File: config.mk
export PLATFORM = sky130hd
export DESIGN_NAME = sleep_wake_sequencer_flat
export DESIGN_NICKNAME = d
export VERILOG_FILES = /design/src/rtl/sws_pkg.sv /design/src/rtl/sleep_wake_sequencer_if.sv /design/src/rtl/sws_timer.sv /design/src/rtl/sleep_wake_sequencer.sv /design/src/flat_wrapper.sv
export SDC_FILE = /design/constraint.sdc
export NUM_CORES = 1
export LEC_CHECK = 0
export ABC_CLOCK_PERIOD_IN_PS = 2600
export CORE_UTILIZATION = 34
export DETAILED_ROUTE_END_ITERATION = 12
export GPL_TIMING_DRIVEN = 0
export PLACE_DENSITY_LB_ADDON = 0.3
export SLEW_MARGIN = 20
export SYNTH_ARGS = -nofsm -noshare
export SYNTH_HDL_FRONTEND = slang
export SYNTH_SLANG_ARGS = --single-unit
export TNS_END_PERCENT = 10
File: constraint.sdc
create_clock -name Clk -period 2.6 [get_ports Clk]
set_clock_uncertainty 0.05 [all_clocks]
set_input_delay 0.65 -clock Clk [delete_from_list [all_inputs] [get_ports Clk]]
set_output_delay 0.65 -clock Clk [all_outputs]
set_load 0.02 [all_outputs]
File: src/rtl/sws_pkg.sv
// Shared constants for the sleep/wake power sequencer: state encodings and default timings.
package sws_pkg;

  localparam int ST_W = 2;

  localparam logic [ST_W-1:0] ST_ACTIVE = 2'd0;
  localparam logic [ST_W-1:0] ST_DRAIN  = 2'd1;
  localparam logic [ST_W-1:0] ST_SLEEP  = 2'd2;
  localparam logic [ST_W-1:0] ST_WAKE   = 2'd3;

  localparam int SWS_DRAIN_CYCLES_DEF = 16;
  localparam int SWS_WAKE_CYCLES_DEF  = 64;
  localparam int SWS_CNT_W_DEF        = 8;

endpackage

File: src/rtl/sleep_wake_sequencer_if.sv
// Frame/status bundle between the stereo datapath and the sleep/wake sequencer.
interface sleep_wake_sequencer_if;
  import sws_pkg::*;

  logic            sample_strobe;
  logic [15:0]     InputL;
  logic [15:0]     InputR;
  logic            zero_detect;
  logic            pipe_busy;
  logic            OutReady;
  logic            force_wake;
  logic            core_en;
  logic            sleep_status;
  logic            mute;
  logic            wake_pulse;
  logic [ST_W-1:0] state;

  modport master (
    output sample_strobe, InputL, InputR, zero_detect, pipe_busy, OutReady, force_wake,
    input  core_en, sleep_status, mute, wake_pulse, state
  );

  modport slave (
    input  sample_strobe, InputL, InputR, zero_detect, pipe_busy, OutReady, force_wake,
    output core_en, sleep_status, mute, wake_pulse, state
  );

endinterface

File: src/rtl/sws_timer.sv
// Saturating up-counter with synchronous clear and terminal-count compare.
module sws_timer #(
  parameter int CNT_W = 8
) (
  input  logic             Clk,
  input  logic             Reset_n,
  input  logic             clr_i,
  input  logic             en_i,
  input  logic [CNT_W-1:0] limit_i,
  output logic             tc_o
);

  logic [CNT_W-1:0] cnt_q, cnt_d;

  always_comb begin
    cnt_d = cnt_q;
    if (clr_i)
      cnt_d = '0;
    else if (en_i && (cnt_q != '1))
      cnt_d = cnt_q + 1'b1;
  end

  always_ff @(posedge Clk or negedge Reset_n) begin
    if (!Reset_n)
      cnt_q <= '0;
    else
      cnt_q <= cnt_d;
  end

  assign tc_o = (cnt_q == limit_i);

endmodule

File: src/rtl/sleep_wake_sequencer.sv
// Drains the stereo datapath before gating it off, and wakes it on any nonzero frame or force_wake.
module sleep_wake_sequencer
  import sws_pkg::*;
#(
  parameter int DRAIN_CYCLES = SWS_DRAIN_CYCLES_DEF,
  parameter int WAKE_CYCLES  = SWS_WAKE_CYCLES_DEF,
  parameter int CNT_W        = SWS_CNT_W_DEF
) (
  input  logic                 Clk,
  input  logic                 Reset_n,
  sleep_wake_sequencer_if.slave bus
);

  localparam logic [CNT_W-1:0] DRAIN_LIM = CNT_W'(DRAIN_CYCLES - 1);
  localparam logic [CNT_W-1:0] WAKE_LIM  = CNT_W'(WAKE_CYCLES - 1);

  logic [ST_W-1:0] state_q, state_d;
  logic            armed_q, armed_d;
  logic            mute_hold_q, mute_hold_d;
  logic            core_en_q, sleep_status_q, mute_q, wake_pulse_q;
  logic            core_en_d, sleep_status_d, mute_d, wake_pulse_d;
  logic            nz, t_clr, t_en, t_tc;
  logic [CNT_W-1:0] t_limit;

  assign nz      = bus.sample_strobe & ((bus.InputL != '0) | (bus.InputR != '0));
  assign t_limit = (state_q == ST_WAKE) ? WAKE_LIM : DRAIN_LIM;

  sws_timer #(.CNT_W(CNT_W)) u_timer (
    .Clk     (Clk),
    .Reset_n (Reset_n),
    .clr_i   (t_clr),
    .en_i    (t_en),
    .limit_i (t_limit),
    .tc_o    (t_tc)
  );

  always_comb begin
    state_d     = state_q;
    armed_d     = armed_q;
    mute_hold_d = mute_hold_q;
    t_clr       = 1'b0;
    t_en        = 1'b0;
    case (state_q)
      ST_ACTIVE: begin
        if (bus.OutReady)     mute_hold_d = 1'b0;
        if (!bus.zero_detect) armed_d     = 1'b1;
        if (armed_q && bus.zero_detect && !bus.force_wake) begin
          state_d = ST_DRAIN;
          t_clr   = 1'b1;
        end
      end
      // Abort conditions outrank the drain timer
      ST_DRAIN: begin
        if (bus.force_wake || nz || !bus.zero_detect)
          state_d = ST_ACTIVE;
        else if (bus.pipe_busy)
          t_clr = 1'b1;
        else if (t_tc)
          state_d = ST_SLEEP;
        else
          t_en = 1'b1;
      end
      ST_SLEEP: begin
        if (nz || bus.force_wake) begin
          state_d     = ST_WAKE;
          t_clr       = 1'b1;
          armed_d     = 1'b0;
          mute_hold_d = 1'b1;
        end
      end
      default: begin
        if (t_tc) state_d = ST_ACTIVE;
        else      t_en    = 1'b1;
      end
    endcase
  end

  // Outputs are registered from the next state so they line up with state
  always_comb begin
    core_en_d      = (state_d != ST_SLEEP);
    sleep_status_d = (state_d == ST_SLEEP);
    mute_d         = (state_d == ST_SLEEP || state_d == ST_WAKE) ? 1'b1 : mute_hold_d;
    wake_pulse_d   = (state_q == ST_SLEEP) && (state_d == ST_WAKE);
  end

  always_ff @(posedge Clk or negedge Reset_n) begin
    if (!Reset_n) begin
      state_q        <= ST_ACTIVE;
      armed_q        <= 1'b1;
      mute_hold_q    <= 1'b1;
      core_en_q      <= 1'b1;
      sleep_status_q <= 1'b0;
      mute_q         <= 1'b1;
      wake_pulse_q   <= 1'b0;
    end else begin
      state_q        <= state_d;
      armed_q        <= armed_d;
      mute_hold_q    <= mute_hold_d;
      core_en_q      <= core_en_d;
      sleep_status_q <= sleep_status_d;
      mute_q         <= mute_d;
      wake_pulse_q   <= wake_pulse_d;
    end
  end

  assign bus.state        = state_q;
  assign bus.core_en      = core_en_q;
  assign bus.sleep_status = sleep_status_q;
  assign bus.mute         = mute_q;
  assign bus.wake_pulse   = wake_pulse_q;

endmodule
File: src/flat_wrapper.sv
// flat-port wrapper written by rule: the top's interface ports become plain ports
module sleep_wake_sequencer_flat import sws_pkg::*;
#(
  parameter int DRAIN_CYCLES = SWS_DRAIN_CYCLES_DEF,
  parameter int WAKE_CYCLES  = SWS_WAKE_CYCLES_DEF,
  parameter int CNT_W        = SWS_CNT_W_DEF
)
  (Clk, Reset_n, bus_sample_strobe, bus_InputL, bus_InputR, bus_zero_detect, bus_pipe_busy, bus_OutReady, bus_force_wake, bus_core_en, bus_sleep_status, bus_mute, bus_wake_pulse, bus_state);
  sleep_wake_sequencer_if bus_i ();
  input  logic Clk;
  input  logic Reset_n;
  input wire logic [$bits(bus_i.sample_strobe)-1:0] bus_sample_strobe;
  input wire logic [$bits(bus_i.InputL)-1:0] bus_InputL;
  input wire logic [$bits(bus_i.InputR)-1:0] bus_InputR;
  input wire logic [$bits(bus_i.zero_detect)-1:0] bus_zero_detect;
  input wire logic [$bits(bus_i.pipe_busy)-1:0] bus_pipe_busy;
  input wire logic [$bits(bus_i.OutReady)-1:0] bus_OutReady;
  input wire logic [$bits(bus_i.force_wake)-1:0] bus_force_wake;
  output wire logic [$bits(bus_i.core_en)-1:0] bus_core_en;
  output wire logic [$bits(bus_i.sleep_status)-1:0] bus_sleep_status;
  output wire logic [$bits(bus_i.mute)-1:0] bus_mute;
  output wire logic [$bits(bus_i.wake_pulse)-1:0] bus_wake_pulse;
  output wire logic [$bits(bus_i.state)-1:0] bus_state;
  assign bus_i.sample_strobe = bus_sample_strobe;
  assign bus_i.InputL = bus_InputL;
  assign bus_i.InputR = bus_InputR;
  assign bus_i.zero_detect = bus_zero_detect;
  assign bus_i.pipe_busy = bus_pipe_busy;
  assign bus_i.OutReady = bus_OutReady;
  assign bus_i.force_wake = bus_force_wake;
  assign bus_core_en = bus_i.core_en;
  assign bus_sleep_status = bus_i.sleep_status;
  assign bus_mute = bus_i.mute;
  assign bus_wake_pulse = bus_i.wake_pulse;
  assign bus_state = bus_i.state;
  sleep_wake_sequencer #(.DRAIN_CYCLES(DRAIN_CYCLES), .WAKE_CYCLES(WAKE_CYCLES), .CNT_W(CNT_W)) u_core (.Clk(Clk), .Reset_n(Reset_n), .bus(bus_i));
endmodule
Word-level counts from Yosys, hierarchy flattened
Cells that the tools add are included.
- add/sub/neg operators: 1
- multipliers: 0
- div/mod/pow operators: 0
- magnitude comparators: 0
- equal/unequal tests: 10
- shifts and indexed selects: 0
- muxes and demuxes: 26
- bitwise logic cells: 2
- reductions and logical operators: 16
- operators by type and width (cell ; count):
    $reduce_bool A16 Y1 ; 2
    $mux W8 ; 2
    $mux W1 ; 12
    $mux W2 ; 6
    $add A8 B1 Y8 const B ; 1
    $eq A2 B2 Y1 const B ; 4
    $eq A8 B8 Y1 ; 1
    $ne A8 B8 Y1 const B ; 1
    $mux W6 ; 1
    $pmux W1 S2 ; 3
    $pmux W2 S3 ; 1
    $logic_and A1 B1 Y1 ; 4
    $ne A2 B2 Y1 const B ; 2
    $reduce_bool A2 Y1 ; 2
    $logic_or A1 B1 Y1 ; 3
    $pmux W1 S3 ; 1
    $reduce_and A3 Y1 ; 1
    $eq A2 B1 Y1 const B ; 1
    $logic_not A1 Y1 ; 2
    $logic_not A2 Y1 ; 1
    $ne A2 B1 Y1 const B ; 1
    $reduce_or A2 Y1 ; 1
    $and A1 B1 Y1 ; 1
    $or A1 B1 Y1 ; 1
- bits in registers: 16
- bits in latches: 0
- memory bits (writable): 0
- memory bits (read-only): 0
- logic and storage cells: 63
- memories: 0

Depth between registers and ports, before layout
- depth after elaboration: 10
- depth in mapped cells: 7
- gate-level depth less buffers: 7

Hierarchy
Synthesis repeated with hierarchy kept, for this count alone.
- cells, all modules: 121
- area, all modules: 1149.9 µm²
- by module, submodules not included (module ; times used ; cells an instance ; area an instance (µm²) ; sequential area each (µm²)):
    sws_timer ; 1 ; 59 ; 603.1 ; 200.2
    sleep_wake_sequencer ; 1 ; 62 ; 546.8 ; 205.2

Worst setup path after synthesis
No wires, ideal clock.
- kind: input-to-reg
- from: input port bus_InputL[1]
- to: register u_core.u_timer.cnt_q[7]
- data arrival time: 2.111 ns
- data required time: 2.476 ns
- setup slack: 0.365 ns
- cell stages on the path: 6
- buffers on the path: 0
- path through: nor4_1 -> nand4_1 -> and4bb_1 -> o21ai_2 -> or4_4 -> a21oi_2
- cells in the longest elaborated chain, start to end: 9
- elaborated cells on any way between the ends: 13
- those cells by class: mux: 6; bitwise: 2; reduce/logical: 5
- RTL lines (element ; RTL line ; RTL):
    from (decl) ; flat_wrapper.sv:13 ; input wire logic [$bits(bus_i.InputL)-1:0] bus_InputL;
    $reduce_bool A16 Y1 (*) ; sleep_wake_sequencer.sv:25 ; assign nz = bus.sample_strobe & ((bus.InputL != '0) | (bus.InputR != '0));
    $or A1 B1 Y1 (*) ; sleep_wake_sequencer.sv:25 ;
    $and A1 B1 Y1 (*) ; sleep_wake_sequencer.sv:25 ;
    $logic_or A1 B1 Y1 (*) ; sleep_wake_sequencer.sv:54, sleep_wake_sequencer.sv:64 ;
    $logic_or A1 B1 Y1 ; sleep_wake_sequencer.sv:54 ; if (bus.force_wake || nz || !bus.zero_detect)
    $mux W1 ; sleep_wake_sequencer.sv:54 ;
    $pmux W1 S2 ; sleep_wake_sequencer.sv:43 ; case (state_q)
    $logic_and A1 B1 Y1 ; sws_timer.sv:19 ; else if (en_i && (cnt_q != '1))
    $reduce_bool A2 Y1 (no source line) ; -- ;
    to (signal assigned) ; sws_timer.sv:27 ; cnt_q <= cnt_d;
    to (decl) ; sws_timer.sv:13 ; logic [CNT_W-1:0] cnt_q, cnt_d;
Mark *: on every way between the ends. The rest lies on a longest branch, timed or not.
A chain may end at the register's enable or synchronous reset.

Worst setup path in the final report
- from: input port bus_force_wake
- to: register u_core.u_timer.cnt_q[7]
- cells in the longest elaborated chain, start to end: 6
- elaborated cells on any way between the ends: 13
- those cells by class: mux: 7; reduce/logical: 6
- RTL lines (element ; RTL line ; RTL):
    from (decl) ; flat_wrapper.sv:18 ; input wire logic [$bits(bus_i.force_wake)-1:0] bus_force_wake;
    $logic_or A1 B1 Y1 ; sleep_wake_sequencer.sv:54, sleep_wake_sequencer.sv:64 ;
    $logic_or A1 B1 Y1 ; sleep_wake_sequencer.sv:54 ;
    $mux W1 ; sleep_wake_sequencer.sv:54 ;
    $pmux W1 S2 ; sleep_wake_sequencer.sv:43 ;
    $logic_and A1 B1 Y1 ; sws_timer.sv:19 ;
    $reduce_bool A2 Y1 (no source line) ; -- ;
Parallel ways exist; a longest one is shown, timed or not.

==> run metrics <==
status=complete, no violations; Worst-path clk slew=100 ps; antenna violations before repair=0; synth cell count leaders=nor2_1, dfrtp_1, nor4_1; Area Growth Syn to Fin=58.07%; fmax=402.7 MHz; Synth async-reset ratio=100.0%; first drt pass iteration count=4; power density over cell area=331.5 nW/um2; count of input and output buffers=44; DRT iter0 DRCs=35; startpoint types=primary input; Sw Ratio=22.48%; Core Area=2758 um2; WHS Path Cells=2; P_leak=0.6278 nW; CTS tree=built; final instance area=1556 um2; Post-Synthesis Cells=106; # setup viols final=0; count leader, synth=nor2_1; root buffer cell=clkbuf_4; combinational power share=18.9%; non-filler cells, final=186; Vias=1025; DP Area=1464 um2; relative max-transition margin=53.70%; diodes inserted=0; library cells used by synthesis=37; share of cells above drive strength 1=17.42%; critical path class=primary input to flop; part of the cycle the worst path needs=95.52%; CTS buffer count=3; Final ANT Viol Nets=0; Final nets=196; Die Area=3115 um2; row cnt=19; Die Wd=55.82 um; Yosys top cell area share=30.50%; crit path capture type=flop; Clock power frac=32.2%; Synth Area per Inst=9.290 um2; DR WL/cell=12.56 um; #FFs+latches synth=16; vias per inst=5.511; clk_lat worst skew=280 ps; critical path arrival=2650 ps; yosys warns=0; Reg area=405.4 um2; setup TNS=0 ps; worst vdd ir=0.2228 mV; die height=55.82 um; RSZ-0062 raised after global routing=false; largest net degree at the start of global routing=17; Clock Sinks=16; switching pwr=0.1160 mW; Initial Utilization=35.71%; area of the multi-input gates=578.1 um2; DP Worst Slack=-307.3 ps; H-tree depth=1; num ports=45; syn_nets=146; Period minus WS final=2483 ps; hold slack=466.6 ps; Yosys top cell by area=dfrtp_1; data required time of the worst path=2770 ps; grt total ovfl=0; Synth Cell Area=984.7 um2; worst-margin pin slew=692.3 ps; Min-Delay Path Class=flop to flop; vias in the first global route=973; sequential share of power=49.0%; routed wire length=2336 um; Synth Flop Type=dfrtp_1; top fanout value on the critical path=5; Post-synth EDFFs=0; Placed Cells incl. Taps=181; number of remaining DRC errors=0; CTS Buffer Depth=2; first-pass GRT wire length=3829 um; cells on worst reg2reg path=7; Hold Vio Cnt, Final=0; total global-route track usage=15.16%; sequential fraction of the synthesis area=41.17%; Int Power=0.4000 mW; FILL cells=258; Pins Over Slew Limit=0; max_cap viols=0; GP Congestion=0.7463; hpwl dp=1853 um; top post-synthesis cells by area=dfrtp_1, dfstp_2, nor2_1; Final WS setup=116.6 ps
-- state kept, by name, indices dropped and copies added, names as in the netlist --
name and cells:
u_core.bus.sleep_status 1, u_core.u_timer.cnt_q 8, u_core.bus.core_en 1, u_core.bus.mute 1
u_core.mute_hold_q 1, u_core.armed_q 1, u_core.bus.state 2, u_core.bus.wake_pulse 1
-- cell type report --
| cell class | instances | share of cell area (%) |
|---|---|---|
| multi-input cells | 83 | 37.14 |
| clock buffers | 4 | 2.331 |
| inverters | 3 | 0.7235 |
| flip-flops and latches | 16 | 26.05 |
| repair buffers | 45 | 28.78 |
| plain buffers | 4 | 2.492 |
| well taps | 31 | 2.492 |
-- worst max-delay path, stage by stage --
cell and delay (ps):
clkdlybuf4s50_1 460, nand3b_1 340, o41ai_4 450, o21ai_4 120, or4_4 520, a21oi_2 120
-- worst paths after layout --
check | startpoint | slack, ps | endpoint
min in group asynchronous | Reset_n | 720 | u_core.bus.wake_pulse
hold reg to reg | u_core.armed_q | 470 | u_core.armed_q
setup / recovery | bus_force_wake | 120 | u_core.u_timer.cnt_q[7]
setup reg to reg | u_core.u_timer.cnt_q[0] | 290 | u_core.u_timer.cnt_q[5]
hold / removal | u_core.armed_q | 470 | u_core.armed_q
max in group asynchronous | Reset_n | 1340 | u_core.u_timer.cnt_q[1]
-- stage by stage --
stage	util [%]	power, mW
CTS	54.81	0.5144
detailed placement	53.09	0.3502
floorplan	-	0.2791
finish	56.44	0.5160
global route	56.44	0.5376
global placement	53.09	0.3483
-- cells in the final DEF, fill, tap and decap left out, types with 4 or more instances in the layout --
cell type | synthesis | layout
a21oi_1 | 6 | 6
clkdlybuf4s50_1 | 0 | 44
dfrtp_1 | 12 | 12
dfstp_2 | 4 | 4
nand2_1 | 6 | 6
nor2_1 | 16 | 16
nor3_1 | 4 | 4
nor4_1 | 8 | 5
o21ai_0 | 6 | 6
-- kinds of logic (layout without fill, tap and decap cells) --
| family | after synthesis | count (layout) | synth area share, % |
|---|---|---|---|
| AOI/OAI and AO/OA | 27 | 27 | 20.46 |
| xor gates and xnor gates | 2 | 2 | 1.779 |
| DFF | 16 | 16 | 41.17 |
| and+or+nand+nor | 52 | 52 | 29.22 |
| buffers and inverters | 7 | 56 | 5.082 |
| muxes | 1 | 1 | 1.017 |
| adders and majority gates | 1 | 1 | 1.270 |
-- power by group through the flow --
| stage | clock [mW] | sequential, mW | combinational (mW) |
|---|---|---|---|
| after floorplan | 0 | 0.259 | 0.0205 |
| after global placement | 0 | 0.257 | 0.0912 |
| after detailed placement | 0 | 0.257 | 0.0929 |
| after CTS | 0.167 | 0.253 | 0.0950 |
| after global routing | 0.179 | 0.253 | 0.105 |
| final | 0.166 | 0.253 | 0.0974 |
-- timing repair --
action	4_1_cts	5_1_grt
setup buffers	0	1
pin swaps	0	4
hold buffers	0	0
endpoints found under the setup margin	1	1
gates resized for setup	1	6
-- metal layers --
| metal | share of wire [%] | GRT usage [%] | vias up |
|---|---|---|---|
| met5 | 0 | 0 | - |
| met4 | 0.94 | 5.226 | 0 |
| met3 | 7.0 | 1.395 | 2 |
| met2 | 48 | 27.02 | 54 |
| met1 | 44 | 19.17 | 468 |
| li1 | - | - | 501 |
Power figures use the tool's default switching activity.
